<file path="config.mk">
export PLATFORM = sky130hd
export DESIGN_NAME = apb_uart_master
export DESIGN_NICKNAME = d
export VERILOG_FILES = /design/src/rtl/apb_uart_master.sv
export VERILOG_INCLUDE_DIRS = /design/src /design/src/rtl
export SDC_FILE = /design/constraint.sdc
export NUM_CORES = 1
export LEC_CHECK = 0
export BUFFER_PORTS_ARGS = -buffer_cell sky130_fd_sc_hd__buf_2
export CAP_MARGIN = 20
export CORE_ASPECT_RATIO = 1.5
export CORE_MARGIN = 1
export CORE_UTILIZATION = 53
export DETAILED_ROUTE_END_ITERATION = 8
export PLACE_DENSITY = 0.95
export SYNTH_ARGS = -nofsm -noshare
export SYNTH_HDL_FRONTEND = slang
export SYNTH_SLANG_ARGS = --single-unit
</file>
<file path="constraint.sdc">
create_clock -name PCLK -period 4.36 [get_ports PCLK]
set_input_delay 0.872 -clock PCLK [delete_from_list [all_inputs] [get_ports PCLK]]
set_output_delay 0.872 -clock PCLK [all_outputs]
set_load 0.02 [all_outputs]
</file>
<file path="src/rtl/Defines.sv">
// Shared bus widths and UART register map used by the APB UART master and its users.
`ifndef APB_UART_DEFINES_SV
`define APB_UART_DEFINES_SV

`define DATA_WIDTH 32
`define ADDR_WIDTH 8

`define TRANS_DATA  8'h00
`define RECV_DATA   8'h04
`define BAUD_CONFIG 8'h08

`endif

</file>
<file path="src/rtl/apb_uart_master.sv">
// Two-requester APB master: round-robin grant, one transfer at a time, wait-state timeout.
`include "Defines.sv"

module apb_uart_master #(
  parameter int unsigned TIMEOUT = 16
) (
  input  logic                   PCLK,
  input  logic                   PRESETn,
  input  logic                   r0_req,
  input  logic                   r0_write,
  input  logic [`ADDR_WIDTH-1:0] r0_addr,
  input  logic [`DATA_WIDTH-1:0] r0_wdata,
  output logic                   r0_done,
  output logic [`DATA_WIDTH-1:0] r0_rdata,
  output logic                   r0_err,
  input  logic                   r1_req,
  input  logic                   r1_write,
  input  logic [`ADDR_WIDTH-1:0] r1_addr,
  input  logic [`DATA_WIDTH-1:0] r1_wdata,
  output logic                   r1_done,
  output logic [`DATA_WIDTH-1:0] r1_rdata,
  output logic                   r1_err,
  output logic                   busy,
  output logic                   PSELx,
  output logic                   PENABLE,
  output logic                   PWRITE,
  output logic [`ADDR_WIDTH-1:0] PADDR,
  output logic [`DATA_WIDTH-1:0] PWDATA,
  input  logic [`DATA_WIDTH-1:0] PRDATA,
  input  logic                   PREADY,
  input  logic                   PSLVERR
);

  typedef enum logic [1:0] {IDLE, SETUP, ACCESS} state_t;

  localparam logic [7:0] WAIT_LAST = 8'(TIMEOUT - 1);

  state_t     state, state_nx;
  logic [7:0] wait_cnt;
  logic       ptr;
  logic       gnt_id;
  logic       grant;
  logic       gnt_sel;
  logic       complete;
  logic       abort;

  always_ff @(posedge PCLK or negedge PRESETn) begin
    if (!PRESETn) state <= IDLE;
    else          state <= state_nx;
  end

  // A done pulse marks the turnaround cycle, so no grant is made while either is high.
  always_comb begin
    state_nx = state;
    grant    = 1'b0;
    gnt_sel  = ptr;
    complete = 1'b0;
    abort    = 1'b0;
    case (state)
      IDLE: begin
        if ((r0_req || r1_req) && !(r0_done || r1_done)) begin
          grant    = 1'b1;
          gnt_sel  = (r0_req && r1_req) ? ptr : r1_req;
          state_nx = SETUP;
        end
      end
      SETUP: state_nx = ACCESS;
      ACCESS: begin
        if (PREADY) begin
          complete = 1'b1;
          state_nx = IDLE;
        end else if (wait_cnt == WAIT_LAST) begin
          abort    = 1'b1;
          state_nx = IDLE;
        end
      end
      default: state_nx = IDLE;
    endcase
  end

  always_ff @(posedge PCLK or negedge PRESETn) begin
    if (!PRESETn) begin
      wait_cnt <= '0;
      ptr      <= 1'b0;
      gnt_id   <= 1'b0;
      PWRITE   <= 1'b0;
      PADDR    <= '0;
      PWDATA   <= '0;
      r0_done  <= 1'b0;
      r1_done  <= 1'b0;
      r0_rdata <= '0;
      r1_rdata <= '0;
      r0_err   <= 1'b0;
      r1_err   <= 1'b0;
    end else begin
      r0_done <= 1'b0;
      r1_done <= 1'b0;
      if (grant) begin
        wait_cnt <= '0;
        gnt_id   <= gnt_sel;
        ptr      <= ~gnt_sel;
        PWRITE   <= gnt_sel ? r1_write : r0_write;
        PADDR    <= gnt_sel ? r1_addr  : r0_addr;
        PWDATA   <= gnt_sel ? r1_wdata : r0_wdata;
      end else if (state == ACCESS && !PREADY) begin
        wait_cnt <= wait_cnt + 8'd1;
      end
      if (complete || abort) begin
        if (gnt_id) begin
          r1_done  <= 1'b1;
          r1_rdata <= (abort || PWRITE) ? '0 : PRDATA;
          r1_err   <= abort | PSLVERR;
        end else begin
          r0_done  <= 1'b1;
          r0_rdata <= (abort || PWRITE) ? '0 : PRDATA;
          r0_err   <= abort | PSLVERR;
        end
      end
    end
  end

  assign PSELx   = (state != IDLE);
  assign PENABLE = (state == ACCESS);
  assign busy    = (state != IDLE);

endmodule

</file>
==> impl_metrics.toml <==
[timing]
finalCritPeriodShare = 0.565
layout_min_cycle_time_ns = 2.46
rsz0062_at_grt = "no"
setup_violations = 0
hold_ws_ns = 0.488
finalMaxSlewViolations = 0
max_freq_mhz = 406
hold_viol = 0
skew_ns = 0.0107
slew_headroom = 0.370
tns_ns = 0
worst_pin_slew_ns = 0.945

[clock_tree]
clkTransAtPathRegs_ns = 0.05
cts_hold_buf = 0
cts-htree-levels = 4
cts_sinks = 121
cts_root_buffer = "clkbuf_16"
post-cts-setup-buffers = 0
clk_latency_ns = 0.40
cts_tree = "yes"
cts_inserted_buffers = 17
cts_resized = 0
clockBufferDepth = 2

[floorplanning]
fp-row-count = 47
fp.dieW_um = 89.9
die_area_um2 = 12000
initial_core_util = 0.549
core-area_um2 = 11200
ios = 232
die_y_um = 134

[detailed_routing]
drc = 0
wl_mm = 15.9
dr.pass1.iters = 5
wl_per_cell_um = 17.1
drtIter0Drc = 184
num_vias = 5369
via_per_inst = 5.80
drtAntennaViolNets = 0

[cells_and_area]
fillers = 791
n_antenna_cell = 0
multi_input_area_um2 = 2850
final_core_util = 0.715
seq_area_um2 = 3030
instances_no_fill = 925
nets = 886
area_growth_syn_to_layout_pct = 30.2
layout-drive-gt1-share = 0.447

[placed_design]
numPortBuffers = 231
globalplace.congestion = 0.768
dp.cells = 891
dp_hpwl_mm = 10.5

[setup_path]
reg2reg_depth = 5
cp-start-kind = "register"
rr_endpoint = "PADDR[7]"
critPathSlowestCell = "and2_2"
critPathBufInv = 2
worstReg2RegStart = "state[1]"
arrival_ns = 2.72
cp_cell_sequence = "nor4_4 > buf_4 > and2_2 > buf_4 > a31oi_1"
crit_top_cell = "buf_4"
cp_max_fo = 45
required_ns = 4.61
crit_family = "simple AND/OR/NAND/NOR gates"
worstSetupPathType = "register to register"
r2r_slack_ns = 1.90
critPathCaptureType = "register"
slowest_delay_ns = 0.62

[synth]
synthTopCellsByArea = "dfrtp_1 (49%), mux2_2 (12%), a21o_1 (7.8%)"
ys_warn_count = 0
avgSynthCellArea_um2 = 10.9
seq_area_frac_synth = 0.493
synth-edff-count = 0
postSynth.asyncResetShare = 1.00
synth_area_leader_cell = "dfrtp_1"
synth_top_area_share = 0.493
post-synth-top-count-cell = "dfrtp_1"
synth_common_cells = "dfrtp_1 (121), mux2_2 (66), a21o_1 (64), a21oi_1 (51), o21ai_0 (44)"
dominantRegCellSynth = "dfrtp_1"
synth-seq-cells = 121
yosysUniqueCellTypes = 36
syn_area_um2 = 6140
synth_nets = 683
syn_inst = 562

[power_and_ir_drop]
power_switching_share = 0.392
internal_power_mw = 3.69
pwr-share-seq = 0.325
power_frac_comb = 0.439
peakVddDrop_mv = 0.371
finalPower_mw = 6.08
p_switching_mw = 2.38
leakage_nw = 3.44
clkPwrFrac = 0.236
powerDensity_nw_per_um2 = 761

[grt]
grt_pass1_wl_mm = 25.6
grt_use_total = 0.267
overflow = 0
grt_pass1_vias = 5386
antenna_found_initial = 0
grt_max_degree = 84

[min_path]
min_path_type = "register to register"
min_to = "r0_rdata[31]"
hold_depth = 1
hold_start = "r0_rdata[31]"

[outcome]
status = "completed"

[job]
drv_cap = 0
[routing by layer]
metal,track usage,up-vias,part of all wire
met5,0,-,0
met4,0.116,0,0.025
met3,0.0680,33,0.077
met2,0.456,268,0.50
met1,0.322,2585,0.39
li1,-,2483,-
[how the worst max path moves through the flow]
stage | start | to | slack, ns | depth (start not counted)
2_1_floorplan | r1_req | gnt_id | 2.23 | 6
3_3_place_gp | PREADY | r0_rdata[21] | 1.83 | 4
3_5_place_dp | PREADY | r0_rdata[25] | 1.76 | 4
4_1_cts | state[1] | PADDR[7] | 1.90 | 5
5_1_grt | state[1] | PADDR[7] | 1.73 | 5
6_report | state[1] | PADDR[7] | 1.90 | 5
[cells in the final DEF, fill, tap and decap left out, types with 2 or more instances in the layout]
master	Yosys	layout
buf_16	0	2
o21ai_0	44	44
o31ai_1	2	2
nor2_1	4	4
buf_4	1	9
clkbuf_16	0	17
nand3b_1	41	41
clkbuf_8	0	3
nor3_1	2	2
mux2_2	66	66
clkinvlp_4	0	4
inv_1	6	6
a21o_1	64	64
or3_1	3	3
nand4b_1	2	2
bufinv_16	0	3
nand2b_1	2	2
nand2_1	2	2
or4_1	2	2
dfrtp_1	121	121
a21oi_1	51	51
a31oi_1	41	41
clkinv_2	0	3
mux2i_1	3	3
buf_2	17	230
or2_2	2	2
and3b_1	33	32
[cell families after synthesis]
kind of cell | Yosys count | share of synthesized area
multiplexers | 69 | 0.126
XOR/XNOR | 1 | 0.00143
AND/OR/NAND/NOR | 101 | 0.126
AO/OA/AOI/OAI | 205 | 0.204
flip-flops | 121 | 0.493
buffers and inverters | 64 | 0.0471
adder cells (fa/ha/maj) | 1 | 0.00204
[power by group through the flow]
stage / clock network (mW) / registers [mW] / logic, mW
final: 1.43 / 1.97 / 2.67
after floorplan: 0 / 2.44 / 1.33
after detailed placement: 0 / 1.97 / 2.65
after CTS: 1.45 / 1.97 / 2.66
after global placement: 0 / 1.95 / 2.56
after global routing: 1.51 / 2.04 / 2.87
[worst register-to-register path: stages (launching register included)]
cell	delay, ns
dfrtp_1	0.47
nor4_4	0.24
buf_4	0.44
and2_2	0.64
buf_4	0.36
a31oi_1	0.16
[area by class of cell]
class                      instances  area share
clock inverter                    11      0.0180
sequential                       121       0.379
multi-input combinational        377       0.356
tap                              147      0.0230
timing repair buffer             242       0.162
clock buffer                      21      0.0589
inverter                           6     0.00282
[sequential cells by signal (all words and copies together), names as in the netlist]
name and cells:
r0_err 1, r1_done 1, r0_rdata 32, wait_cnt 8, r1_err 1, r1_rdata 32
state 2, gnt_id 1, PWRITE 1, r0_done 1, PADDR 8, ptr 1
PWDATA 32
[stage by stage]
stage,instance area (µm²),worst slack (ns)
2_1_floorplan,6140,2.23
3_3_place_gp,7320,1.83
3_5_place_dp,7320,1.76
4_1_cts,7930,1.90
5_1_grt,7990,1.73
6_report,7990,1.90
Note: power is estimated with default switching activity, not from simulation.
